--- config.mk ---
export PLATFORM = sky130hd
export DESIGN_NAME = tdm_demux_4bit
export DESIGN_NICKNAME = d
export VERILOG_FILES = /design/src/rtl/tdm_demux_4bit_pkg.sv /design/src/rtl/reg_en_4bit.sv /design/src/rtl/tdm_demux_4bit.sv
export SDC_FILE = /design/constraint.sdc
export NUM_CORES = 1
export LEC_CHECK = 0
export ABC_AREA = 0
export CORE_ASPECT_RATIO = 1.1
export CORE_MARGIN = 5
export CORE_UTILIZATION = 30
export CTS_BUF_LIST = sky130_fd_sc_hd__clkbuf_2 sky130_fd_sc_hd__clkbuf_4 sky130_fd_sc_hd__clkbuf_8
export DETAILED_ROUTE_END_ITERATION = 8
export SLEW_MARGIN = 20
export SYNTH_ARGS = -nofsm -noshare
export SYNTH_HDL_FRONTEND = slang
export SYNTH_SLANG_ARGS = --single-unit
--- constraint.sdc ---
create_clock -name clk -period 4 [get_ports clk]
set_clock_uncertainty 0.1 [all_clocks]
set_input_delay 0.6 -clock clk [delete_from_list [all_inputs] [get_ports clk]]
set_output_delay 0.6 -clock clk [all_outputs]
set_load 0.01 [all_outputs]
--- src/rtl/tdm_demux_4bit_pkg.sv ---
// Shared definitions for the TDM 4-bit receive demultiplexer.
// Slot-tracking state encodings and the default bus width.
package tdm_demux_4bit_pkg;

  localparam int unsigned TDM_WIDTH = 4;

  // 2'b11 is unused and falls back to ST_HUNT on the next clock.
  typedef enum logic [1:0] {
    ST_HUNT  = 2'b00,
    ST_EXP_B = 2'b01,
    ST_EXP_A = 2'b10
  } tdm_state_t;

endpackage

--- src/rtl/reg_en_4bit.sv ---
// Enabled data register with asynchronous active-low clear.
// One instance holds each demultiplexed output channel.
module reg_en_4bit
  import tdm_demux_4bit_pkg::*;
#(
  parameter int unsigned WIDTH = TDM_WIDTH
) (
  input  logic             clk,
  input  logic             rst_n,
  input  logic             en,
  input  logic [WIDTH-1:0] d,
  output logic [WIDTH-1:0] q
);

  always_ff @(posedge clk or negedge rst_n) begin
    if (!rst_n) begin
      q <= '0;
    end else if (en) begin
      q <= d;
    end
  end

endmodule

--- src/rtl/tdm_demux_4bit.sv ---
// Receive side of an A/B time-division-multiplexed 4-bit bus: steers each
// word into its own registered channel, tracks slot alignment and flags errors.
//
// state    | meaning
// ---------+-----------------------------------------------------------
// ST_HUNT  | not aligned; waiting for a sync-marked (channel-A) beat
// ST_EXP_B | A word captured; next beat should be channel B (sync=0)
// ST_EXP_A | B word captured; next beat should be channel A (sync=1)
module tdm_demux_4bit
  import tdm_demux_4bit_pkg::*;
#(
  parameter int unsigned WIDTH = TDM_WIDTH
) (
  input  logic             clk,
  input  logic             rst_n,
  input  logic [WIDTH-1:0] din,
  input  logic             din_valid,
  input  logic             sync,
  output logic [WIDTH-1:0] ya,
  output logic [WIDTH-1:0] yb,
  output logic             ya_valid,
  output logic             yb_valid,
  output logic             frame_valid,
  output logic             locked,
  output logic             sync_err
);

  tdm_state_t r_state;
  tdm_state_t w_state_nxt;
  logic       w_load_a;
  logic       w_load_b;
  logic       w_err;
  logic       r_ya_valid;
  logic       r_yb_valid;
  logic       r_frame_valid;
  logic       r_sync_err;

  always_ff @(posedge clk or negedge rst_n) begin
    if (!rst_n) begin
      r_state <= ST_HUNT;
    end else begin
      r_state <= w_state_nxt;
    end
  end

  always_comb begin
    w_state_nxt = r_state;
    w_load_a    = 1'b0;
    w_load_b    = 1'b0;
    w_err       = 1'b0;
    case (r_state)
      ST_HUNT: begin
        if (din_valid && sync) begin
          w_load_a    = 1'b1;
          w_state_nxt = ST_EXP_B;
        end
      end
      ST_EXP_B: begin
        if (din_valid) begin
          if (sync) begin
            // B slot missing: the new A word still replaces the old one.
            w_err    = 1'b1;
            w_load_a = 1'b1;
          end else begin
            w_load_b    = 1'b1;
            w_state_nxt = ST_EXP_A;
          end
        end
      end
      ST_EXP_A: begin
        if (din_valid) begin
          if (sync) begin
            w_load_a    = 1'b1;
            w_state_nxt = ST_EXP_B;
          end else begin
            w_err       = 1'b1;
            w_state_nxt = ST_HUNT;
          end
        end
      end
      default: begin
        w_state_nxt = ST_HUNT;
      end
    endcase
  end

  always_ff @(posedge clk or negedge rst_n) begin
    if (!rst_n) begin
      r_ya_valid    <= 1'b0;
      r_yb_valid    <= 1'b0;
      r_frame_valid <= 1'b0;
      r_sync_err    <= 1'b0;
    end else begin
      r_ya_valid    <= w_load_a;
      r_yb_valid    <= w_load_b;
      r_frame_valid <= w_load_b;
      r_sync_err    <= w_err;
    end
  end

  reg_en_4bit #(.WIDTH(WIDTH)) u_reg_ya (
    .clk   (clk),
    .rst_n (rst_n),
    .en    (w_load_a),
    .d     (din),
    .q     (ya)
  );

  reg_en_4bit #(.WIDTH(WIDTH)) u_reg_yb (
    .clk   (clk),
    .rst_n (rst_n),
    .en    (w_load_b),
    .d     (din),
    .q     (yb)
  );

  assign ya_valid    = r_ya_valid;
  assign yb_valid    = r_yb_valid;
  assign frame_valid = r_frame_valid;
  assign sync_err    = r_sync_err;
  assign locked      = (r_state != ST_HUNT);

endmodule

Yosys cells after proc, flatten, opt, wreduce, memory -nomap -nowiden
Cells that the tools add are included.
Widths: inputs -> output; s select.
- logic and storage cells: 31
- register bits: 13
- equal/unequal tests: 6
- reduce and logical (&&, ||, !) cells: 5
- multiplexer cells: 14
- operator list (cell ; number):
    $mux 2 ; 4
    $ne 2x2->1 const B ; 4
    $mux 1 ; 7
    $pmux 2 s3 ; 1
    $pmux 1 s2 ; 2
    $reduce_and 4->1 ; 1
    $eq 2x1->1 const B ; 1
    $eq 2x2->1 const B ; 1
    $logic_not 2->1 ; 1
    $reduce_bool 2->1 ; 1
    $reduce_or 2->1 ; 1
    $logic_and 1x1->1 ; 1

Depth between registers and ports, before layout
Gate-level depths: netlist of run 1.
- depth in word-level cells: 3
- gate-level depth with buffers: 6
- gate-level depth less buffers: 6

Hierarchy
Synthesis of run 1 repeated with hierarchy kept, for this count alone.
- cells, all modules: 45
- area total of the unflattened synthesis: 594.3 um2
- by module, submodules not included (module ; cells each ; seq. area each (um2) ; times used ; area an instance (um2)):
    tdm_demux_4bit ; 29 ; 125.1 ; 1 ; 304.0
    reg_en_4bit ; 8 ; 100.1 ; 2 ; 145.1

Least setup slack after synthesis of run 1
OpenSTA, ideal clock, no wires.
- path kind: reg-to-reg
- start point: register r_state[0]
- end point: register u_reg_ya.q[0]
- path slack: 2404 ps
- setup time: 125 ps
- stages on the path, launching flop included: 6
- required time: 3775 ps
- path buffers: 0
- data arrival time: 1371 ps
- period minus slack after synthesis: 1596 ps
- cell sequence: dfrtp_1 > inv_1 > ha_1 > nor2_1 > nor3_4 > mux2_2
- word-level cells in the longest chain between the ends: 3
- elaborated cells between the ends (all ways): 5
- those cells by class: eq/ne (2); mux (1); reduce/logical (2)
- ends and longest elaborated chain (what ; line ; text):
    start, declared ; tdm_demux_4bit.sv:28 ; tdm_state_t r_state;
    start signal, assigned ; tdm_demux_4bit.sv:42 ; r_state <= w_state_nxt;
    $eq 2x2->1 / $eq 2x1->1 (equally long branches) ; tdm_demux_4bit.sv:51 ; case (r_state)
    $reduce_or 2->1 (no source line) ; n/a ;
    $pmux 1 s2 * ; tdm_demux_4bit.sv:51 ;
    net u_reg_ya.en ; reg_en_4bit.sv:10 ; input logic en,
    end signal, assigned ; reg_en_4bit.sv:17 ; q <= '0;
    end signal, assigned ; reg_en_4bit.sv:19 ; q <= d;
    end, declared ; reg_en_4bit.sv:12 ; output logic [WIDTH-1:0] q
Mark *: on every way through the listed nets, which the timed path passes. The rest lies on a longest branch.
A chain may end at the register's enable or synchronous reset.

Worst setup path after layout of run 1
- start point: register r_state[0]
- end point: output locked
- word-level cells in the longest chain between the ends: 1
- ends and longest elaborated chain (what ; line ; text):
    $reduce_bool 2->1 ; tdm_demux_4bit.sv:121 ; assign locked = (r_state != ST_HUNT);
    end, declared ; tdm_demux_4bit.sv:24 ; output logic locked,
No other way between the ends.

==> results of run 1 <==
[critical path, stage by stage, from the launching register on]
cell             delay, ns
dfrtp_1               0.41
inv_1                 0.08
ha_1                  0.22
inv_1                 0.07
clkdlybuf4s50_1       0.53
[state kept, by name, summed over array words and instances (netlist names)]
signal,count
u_reg_ya.q,4
frame_valid,1
r_state,2
u_reg_yb.q,4
ya_valid,1
sync_err,1
[metal layers]
layer	track usage	vias up	part of all wire
li1	-	199	-
met1	0.0882	196	0.36
met5	0	-	0
met3	0.0212	2	0.048
met4	0.0766	0	0.012
met2	0.154	10	0.58
[where the power goes]
group          total [mW]  switching, mW  internal (mW)
sequential          0.223         0.0338          0.189
combinational       0.316          0.130          0.186
clock              0.0855         0.0401         0.0454
total               0.624          0.204          0.421
[final cells by class]
class	instances	area share
Sequential cell	13	0.380
Inverter	4	0.0175
Timing Repair Buffer	20	0.234
Clock buffer	4	0.0350
Multi-Input combinational cell	28	0.293
Tap cell	28	0.0409
[logic make-up after synthesis]
family	after synthesis	synth area share
multiplexers	11	0.205
adder cells (fa/ha/maj)	5	0.104
AO/OA/AOI/OAI	3	0.0250
buffers and inverters	5	0.0376
AND/OR/NAND/NOR	9	0.0856
flip-flops	13	0.543
[how the worst max path moves through the flow]
stage | to | slack [ns] | depth (start not counted)
global route | locked | 1.61 | 4
finish | locked | 1.71 | 4
detailed placement | u_reg_ya.q[2] | 1.88 | 4
floorplan | u_reg_ya.q[0] | 2.40 | 5
CTS | locked | 1.68 | 4
global placement | r_state[1] | 1.90 | 5
[placed cells by master (no fill, tap or decap)]
master	Yosys	routed
dfrtp_1	13	13
nor2_1	4	4
nor3_4	1	1
mux2i_1	1	1
inv_1	4	4
mux2_2	10	10
ha_1	5	5
nor2b_1	1	1
o21ai_1	2	2
a21oi_1	1	1
nand2_1	2	2
clkbuf_4	0	4
clkdlybuf4s50_1	0	20
nand2_2	1	1
[per-stage QoR]
step,area [sq um],worst slack [ns]
3_3_place_gp,827,1.90
6_report,857,1.71
4_1_cts,857,1.68
5_1_grt,857,1.61
3_5_place_dp,827,1.88
2_1_floorplan,599,2.40
==> results.txt, run 1 <==
The maximum number of pins on one net before global-route repair came out at 14. The first-pass detailed-route iteration total came out at 1. The biggest area contributor in the post-synthesis netlist is dfrtp_1. The final layout contains routed wiring with a total length of 1.18 mm. For this run the aggregate overflow at the end of global routing stands at 0.

The startpoint of the most critical register-to-register path is r_state[0]. The area enclosed by the die boundary came out at 2990 sq um. The number of hold buffers added after CTS was 0. The number of clock buffers inserted by TritonCTS came out at 3.

The min-delay analysis places its worst path in the category flop to flop. The cell count after synthesis came out at 46. In the finished design, the share of the clock period the worst path needs comes to 0.572. After routing, the total negative slack on setup checks comes to 0 ns. The fmax came out at 437 MHz. The buffer levels on the longest clock path came out at 2. Including well taps, the total number of placed cells is 93. The die span in y is 56.9 um. The area of the multi-input gates came out at 251 sq um. The top cell type's share of synthesized area came out at 0.543. The layout net count came out at 83.

The maximum level of the CTS H-tree came out at 1. Setup repair after global routing left no endpoint under its margin. The endpoint of the lowest-slack register-to-register path is u_reg_ya.q[2]. The average vias per placed instance came out at 4.20.

Once the clock tree was built, the setup fixing pass inserted 0 buffers. Along the worst hold path, the cell count comes to 1. The main flop type after synthesis is dfrtp_1.

The final max-slew violation count is 0. During I/O placement, the number of pins put on the boundary was 21. The clock transition time at the flip-flop clock pins of the worst setup and hold paths came out at 0.08 ns. The end of the worst hold path is u_reg_yb.q[1]. TritonCTS built the clock tree. The power density relative to cell area is 729 nW/um^2.

In the final layout, the share of cells above drive strength 1 is 0.232. The count of fill cells added during filler insertion is 189. The count of buffers added on input and output ports is 20. The number of cells on the worst reg-to-reg path came out at 5. The clock drives 13 sinks. The overall power of the completed layout is 624 uW.

Tracing the worst setup path back leads to its startpoint at r_state[0]. After legalization and detailed placement, the total HPWL measured 965 um. The post-route non-filler standard cell count came out at 97. In the post-synthesis netlist, the biggest area contributors are dfrtp_1 (54%), mux2_2 (19%), ha_1 (10%), nor3_4 (2.7%), inv_1 (2.5%). The first global-routing pass estimated 1.95 mm of wire. The final hold violation count is 0. Setup violations remaining at the end of the flow were counted as 0. In the synthesized netlist, the cells that appear most often are dfrtp_1 (13), mux2_2 (10), ha_1 (5), inv_1 (4), nor2_1 (4). The antenna diode instance count is 0. The final standard cell utilization of the core is 0.438.

The count of antenna-violating nets left after detailed routing came out at 0. The share of async-settable or async-resettable flops after synthesis came out at 1.00. The clock insertion delay at the later pin of the skew report is 0.26 ns. The leakage component of the power came out at 0.384 nW. The number of synthesized flops with an enable pin is 0.

After detailed routing, the number of remaining DRC violations is 0. The number of distinct library cells after synthesis came out at 13. Routability-driven placement finished with a final weighted congestion of 0.727.

The netlist area before placement is 599 sq um. The startpoint identified for the worst hold timing path is u_reg_yb.q[1]. Yosys instantiated no cell more often than dfrtp_1. The data required time at the worst endpoint is 3.30 ns. The initial utilization of the core area, before any placement, comes to 0.306.

The floorplan has 17 rows. In the final routed layout, each cell accounts on average for 12.2 um. The register area share after synthesis came out at 0.543.

The post-synthesis sequential element count is 13. The die width is 52.6 um. The area of the core region is 1960 sq um. The DRC violation total after the first TritonRoute iteration came out at 0. The worst-path maximum fanout came out at 5.

The smallest clock period supported by the final layout is computed as 2.29 ns. The quantity of gates resized following cts is 0. STA classifies the critical path startpoint as a flop. The hold slack came out at 0.407 ns. The area growth from synthesis to layout is 43.0%. The maximum vdd ir drop came out at 312 uV. STA puts the critical path data arrival time at 1.59 ns. The type of the worst setup path is flop to primary output. The total nets after synthesis came out at 59. The slew at the pin with the worst max-slew slack is 0.576 ns. The max-cap check violation count is 0. The flow ran to the end, and the final reports show no timing, DRC or antenna violations. The headroom to the max-slew limit is 0.615. The capturing element type of the critical path is a primary output.

The register-to-register setup slack is 2.25 ns. The total global-route track usage came out at 0.0907. The via count of the first global-routing pass is 452.

The routed via count is 407. The number of synthesis warnings came out at 0. Registers take 325 sq um. The per-instance average area after synthesis is 13.0 sq um. The root buffer cell chosen for the clock tree is clkbuf_4. The number of antenna violations at the first check in global routing was 0.
Note: power is estimated with default switching activity, not from simulation.
==> run 2, diff against run 1 <==
==> constraint.sdc (replaced) <==
create_clock -name clk -period 2 [get_ports clk]
set_clock_uncertainty 0.1 [all_clocks]
set_input_delay 0.3 -clock clk [delete_from_list [all_inputs] [get_ports clk]]
set_output_delay 0.3 -clock clk [all_outputs]
set_load 0.01 [all_outputs]
==> run 2 against run 1 <==
  * Sequential share of layout area decreased by 0.76 points
  * Critical path depth is 1 higher
  * Combinational power grew 110%
  * Sequential power rose by 97%
  * Die area unchanged
  * Via count grew 2.9%
  * First-iteration DRC count grew 2
  * Sequential cell count did not move
  * Largest power group unchanged
==> results.txt, run 2 (same netlist as run 1, synthesis figures left out) <==
Result of the run: completed (unchanged). The via count of the first global-routing pass came to 439 (was 452). The max-cap check violation count is 0 (unchanged). The total DRC errors in the routed layout is 0 (unchanged).

The area overhead of the layout relative to synthesis came to 45.9% (was 43.0%). The wire length per cell after detailed routing came to 12.1 um (was 12.2 um). The arrival time of the worst setup path came to 1.74 ns (was 1.59 ns). The clock tree from TritonCTS is yes (unchanged). The final global-route overflow total is 0 (unchanged). The half-perimeter wire length after detailed placement is 973 um (was 965 um). The TritonCTS sink count came to 13 (unchanged). The number of cells on the worst reg-to-reg path is 5 (unchanged). The fmax is 591 MHz. The clock period minus final worst setup slack came out at 1.69 ns. The proportion of layout cells with a drive suffix above 1 came out at 0.254 (was 0.232). The cell row count was 17 (unchanged). The endpoint of the lowest-slack register-to-register path was u_reg_ya.q[2] (unchanged). The routed wire length is 1.20 mm (was 1.18 mm). The layout net count came out at 85 (was 83).

The die span in y came to 56.9 um (unchanged). The power density relative to cell area came out at 1460 nW/um^2 (was 729 nW/um^2). The area enclosed by the die boundary came to 2990 sq um (unchanged). The clock root buffer is clkbuf_4 (unchanged). The maximum level of the CTS H-tree is 1 (unchanged).

The leakage component of the power is 0.402 nW (was 0.384 nW). The boundary pin count is 21 (unchanged). The maximum number of pins on one net before global-route repair is 14 (unchanged). The overall power of the completed layout came to 1.27 mW (was 624 uW). The routed via count came out at 419 (was 407).

The starting utilization of the core area was 0.306 (unchanged). The DRC violation total after the first TritonRoute iteration is 2 (was 0). The antenna diode instance count came out at 0 (unchanged). The area of the core region came out at 1960 sq um (unchanged). The most common cell after layout, fill and taps aside was clkdlybuf4s50_1 (unchanged). The startpoint of the most critical register-to-register path was r_state[1] (was r_state[0]).

The data required time at the worst endpoint is 2.05 ns (was 3.30 ns). The clock insertion delay at the later pin of the skew report is 0.26 ns (about the same). The register-to-register setup slack came to 0.31 ns (was 2.25 ns). RSZ-0062 raised after global routing: no (unchanged). The slew at the pin with the worst max-slew slack is 0.579 ns (was 0.576 ns). Leading registers by flop count: u_reg_ya.q x4, u_reg_yb.q x4, r_state x2 (unchanged). The first-pass detailed-route iteration total is 2 (was 1). The final max-slew violation count came out at 0 (unchanged). The final setup violation count is 0 (unchanged). The clock transition time at the flip-flop clock pins of the worst setup and hold paths is 0.08 ns (about the same).

The global-route wire length before repair is 1.95 mm (unchanged). The capturing element type of the critical path is a flop (was primary output). The average vias per placed instance came out at 4.23 (was 4.20). The final hold violation count is 0 (unchanged). Highest-count cells in the layout ignoring fill and taps: clkdlybuf4s50_1 (19), dfrtp_1 (13), mux2_2 (10) (was clkdlybuf4s50_1 (20), dfrtp_1 (13), mux2_2 (10)). The worst-path maximum fanout came out at 5 (unchanged). The type of the worst setup path is flop to flop (was flop to primary output). The maximum vdd ir drop came to 619 uV (was 312 uV). The total negative slack is 0 ns (unchanged).

The buffer levels on the longest clock path is 2 (unchanged). The total global-route track usage is 0.0917 (was 0.0907). The die width was 52.6 um (unchanged). The startpoint class of the critical path was a flop (unchanged). The final weighted congestion of routability-driven global placement came to 0.728 (was 0.727). The number of buffers added on ports came out at 20 (unchanged). The number of clock buffers inserted by TritonCTS is 3 (unchanged). The count of fill cells added during filler insertion came out at 197 (was 189).

The worst hold-check path type is input pin to asynchronous set/reset pin (was flop to flop). The count of antenna-violating nets left after detailed routing is 0 (unchanged). The number of antenna violations at the first check in global routing came out at 0 (unchanged). The headroom to the max-slew limit is 0.612 (was 0.615). The final critical-path share of the clock period came out at 0.846.
-- run 2: cell types whose count changed in the layout (fill, tap and decap cells not counted), sizes merged --
cell / change
clkdlybuf4s50: -1
dlymetal6s2s: +1
buf: +2
-- run 2: layout make-up --
type	instances	area (sq um)	share of cell area
Sequential cell	13	325	0.372
Multi-Input combinational cell	28	251	0.288
Timing Repair Buffer	22	218	0.249
Tap cell	28	35.0	0.0401
Clock buffer	4	30.0	0.0343
Inverter	4	15.0	0.0172
-- run 2: worst max-delay path by stage --
stage | start | to | slack [ns] | depth (start not counted)
after floorplan | r_state[0] | u_reg_ya.q[0] | 0.40 | 5
after global placement | din_valid | r_state[1] | 0.20 | 5
after detailed placement | sync | u_reg_ya.q[2] | 0.18 | 4
after CTS | r_state[1] | locked | 0.02 | 4
after global routing | r_state[1] | u_reg_ya.q[2] | 0.22 | 5
final | r_state[1] | u_reg_ya.q[2] | 0.31 | 5
-- run 2: critical path: stages (launching register included) --
cell	delay [ns]
dfrtp_1	0.37
inv_1	0.08
ha_1	0.30
nor2_1	0.07
nor3_4	0.29
mux2_2	0.38
-- run 2: metrics by stage --
step	worst slack, ns	util	cell area (sq um)	hold slack [ns]	std cells
2_1_floorplan	0.404	-	599	-0.0956	46
3_3_place_gp	0.197	0.423	827	0.391	93
3_5_place_dp	0.177	0.423	827	0.394	93
4_1_cts	0.0157	0.442	865	0.309	98
5_1_grt	0.219	0.447	875	0.350	99
6_report	0.308	0.447	875	0.298	99
-- run 2: what timing repair did --
item,CTS,global route
hold buffers,0,0
setup endpoints to repair,1,1
cloned,0,0
setup buffers,1,1
resized for setup,0,1
-- run 2: report_power, final --
| group | internal [mW] | total [mW] | switching [mW] | leakage (nW) |
|---|---|---|---|---|
| logic | 0.391 | 0.666 | 0.276 | 0.223 |
| registers | 0.379 | 0.439 | 0.0599 | 0.161 |
| clock network | 0.0906 | 0.168 | 0.0778 | 0.0184 |
-- run 2: routing by layer --
layer	routed length, um	global-route usage
met1	445	0.0915
met2	692	0.156
met3	50	0.0186
met4	14	0.0766
met5	0	0
==> run 3, diff against run 2 <==
==> constraint.sdc (replaced) <==
create_clock -name clk -period 1.6 [get_ports clk]
set_clock_uncertainty 0.1 [all_clocks]
set_input_delay 0.24 -clock clk [delete_from_list [all_inputs] [get_ports clk]]
set_output_delay 0.24 -clock clk [all_outputs]
set_load 0.01 [all_outputs]
==> run 3 against run 2 <==
  * Die area unchanged
  * Largest power group unchanged
  * Combinational power increased by 83%
  * Sequential cell count unchanged
  * Critical path depth increased by 2
  * Sequential power increased by 26%
  * Cell count increased by 9.1%
  * Non-clock buffer count increased by 9
  * Utilization increased by 7.4 points
  * Critical endpoint is now r_state[0]
  * First-iteration DRC count decreased by 50%
  * Clock power increased by 30%
  * Highest routed layer is now met3
==> results.txt, run 3 (same netlist as run 1, synthesis figures left out) <==
Result of the run: completed (unchanged). The total DRC errors in the routed layout is 0 (unchanged). The number of clock buffers inserted by TritonCTS came to 3 (unchanged).

The die width came out at 52.6 um (unchanged). The max-cap check violation count came out at 0 (unchanged). The total negative slack is 0 ns (unchanged). The slew at the pin with the worst max-slew slack is 0.239 ns (was 0.579 ns).

The count of antenna-violating nets left after detailed routing came out at 0 (unchanged). The number of placed instances with taps included came out at 101 (was 93). The type of the worst setup path is flop to flop (unchanged). The final critical-path share of the clock period was 0.988 (was 0.846). The starting utilization of the core area is 0.306 (unchanged). The startpoint of the most critical register-to-register path is r_state[0] (was r_state[1]). The routed wire length came out at 1.40 mm (was 1.20 mm). The routed length on met2 is 829 um (was 692 um). RSZ-0062 raised after global routing: yes (was no).

Leading registers by flop count: u_reg_ya.q x4, u_reg_yb.q x4, r_state x2 (unchanged). The net switching power is 662 uW (was 413 uW). The area overhead of the layout relative to synthesis is 69.9% (was 45.9%). The maximum number of pins on one net before global-route repair is 14 (unchanged). The power share of the clock group is 0.109 (was 0.132).

The DRC violation total after the first TritonRoute iteration came out at 1 (was 2). The endpoint of the lowest-slack register-to-register path is r_state[0] (was u_reg_ya.q[2]). The worst-path maximum fanout was 4 (was 5). The design internal power was 1.33 mW (was 860 uW). The share of total power in sequential cells came out at 0.277 (was 0.345). The layout net count is 94 (was 85). The met1 wire length is 521 um (was 445 um). The final hold violation count came out at 0 (unchanged). The uppermost signal routing layer after detailed routing is met3 (was met4). The hold slack came out at 0.164 ns (was 0.298 ns). The number of antenna violations at the first check in global routing was 0 (unchanged).

The clock transition time at the flip-flop clock pins of the worst setup and hold paths came to 0.08 ns (about the same). The average vias per placed instance is 4.26 (was 4.23). The data required time at the worst endpoint was 1.66 ns (was 2.05 ns). The proportion of layout cells with a drive suffix above 1 is 0.488 (was 0.254). The post-route non-filler standard cell count is 108 (was 99).

The capturing element type of the critical path is a flop (unchanged). The final global-route overflow total is 0 (unchanged). The via count of the first global-routing pass was 496 (was 439). The most common cell after layout, fill and taps aside is clkdlybuf4s50_1 (unchanged). The TritonCTS sink count is 13 (unchanged). The power share of the combinational group came out at 0.614 (was 0.523).

The boundary pin count came to 21 (unchanged). The area of the core region is 1960 sq um (unchanged). The area enclosed by the die boundary came out at 2990 sq um (unchanged). The final setup violation count is 0 (unchanged).

The startpoint class of the critical path is a flop (unchanged). The first-pass detailed-route iteration total is 2 (unchanged). The critical-path cell with the highest stage delay is dfrtp_1 (was mux2_2).

The worst hold-check path type was input pin to asynchronous set/reset pin (unchanged). The routed via count came to 460 (was 419). The register-to-register setup slack is 0.02 ns (was 0.31 ns).

The die span in y is 56.9 um (unchanged). The final max-slew violation count is 0 (unchanged). The fmax came out at 633 MHz (was 591 MHz). The arrival time of the worst setup path came to 1.64 ns (was 1.74 ns). The maximum vdd ir drop came out at 766 uV (was 619 uV). The total global-route track usage came out at 0.111 (was 0.0917).

The fraction of power spent switching nets came out at 0.332 (was 0.325). The cell row count is 17 (unchanged). The clock tree from TritonCTS is yes (unchanged). The clock root buffer was clkbuf_4 (unchanged). The number of cells on the worst reg-to-reg path is 7 (was 5). The final weighted congestion of routability-driven global placement is 0.682 (was 0.728).

Highest-count cells in the layout ignoring fill and taps: clkdlybuf4s50_1 (19), dfrtp_1 (13), buf_4 (8) (was clkdlybuf4s50_1 (19), dfrtp_1 (13), mux2_2 (10)). The final standard cell utilization of the core is 0.520 (was 0.447). The clock period minus final worst setup slack came to 1.58 ns (was 1.69 ns).

The wire length per cell after detailed routing came to 13.0 um (was 12.1 um). The maximum level of the CTS H-tree is 1 (unchanged). The clock insertion delay at the later pin of the skew report was 0.27 ns (was 0.26 ns).

The global-route wire length before repair is 2.38 mm (was 1.95 mm). The headroom to the max-slew limit was 0.841 (was 0.612). The buffer levels on the longest clock path came out at 2 (unchanged). The power density relative to cell area came out at 1960 nW/um^2 (was 1460 nW/um^2). The antenna diode instance count is 0 (unchanged). The detailed route wirelength on metal3 is 47 um (was 50 um). The leakage component of the power came out at 0.464 nW (was 0.402 nW). The number of buffers added on ports came out at 20 (unchanged). The critical path's largest stage delay came out at 0.41 ns (was 0.38 ns). The number of hold buffers added after CTS is 0 (unchanged). CP cell instances: buf_6, buf_6, ha_4, nor2_4, o21ai_2, o21ai_2, mux2_4 (was inv_1, ha_1, nor2_1, nor3_4, mux2_2).
[run 3: cell types whose count changed in the layout (fill, tap and decap cells not counted), moves of 3 or more]
cell,before,now
buf_4,2,8
buf_6,0,3
ha_1,5,1
mux2_2,10,4
mux2_4,0,6
[run 3: how the worst max path moves through the flow]
stage	from	end
after global routing	r_state[0]	r_state[0]
after detailed placement	din_valid	r_state[1]
after CTS	r_state[0]	r_state[1]
after floorplan	r_state[0]	u_reg_ya.q[0]
final	r_state[0]	r_state[0]
after global placement	din_valid	r_state[0]
[run 3: area by class of cell]
type	instances	area (sq um)
fillers	192	938
flip-flops and latches	13	325
multi-input cells	28	324
repair buffers	31	289
well taps	28	35.0
clock buffers	4	30.0
inverters	4	15.0
[run 3: what timing repair did]
| item | 4_1_cts | 5_1_grt |
|---|---|---|
| endpoints found under the setup margin | 10 | 7 |
| pin swaps | 4 | 2 |
| buffers inserted | 3 | 0 |
| gates resized for setup | 19 | 6 |
[run 3: per-stage QoR]
step	setup WS, ns	power [mW]	area [sq um]
6_report	0.0195	1.99	1020
4_1_cts	0.00106	1.97	1010
3_5_place_dp	-0.137	1.51	887
3_3_place_gp	-0.137	1.48	887
2_1_floorplan	0.00441	0.991	599
5_1_grt	-0.0493	2.14	1020
[run 3: power by group through the flow]
stage               clock [mW]  combinational (mW)  sequential, mW
finish                   0.218                1.22           0.552
global route             0.243                1.32           0.576
CTS                      0.227                1.19           0.553
detailed placement           0               0.948           0.559
global placement             0               0.927           0.552
floorplan                    0               0.378           0.613
[run 3: per-layer routing]
metal	up-vias	track usage
li1	223	-
met1	227	0.119
met2	10	0.195
met3	0	0.0345
met4	0	0.0438
met5	-	0
[run 3: critical path, delay by kind of cell, from the launching register on]
kind                       cells  cell delay, ns
AOI/OAI and AO/OA              2            0.14
adders and majority gates      1            0.17
buffers and inverters          2            0.24
DFF                            1            0.41
and+or+nand+nor                1            0.08
muxes                          1            0.32
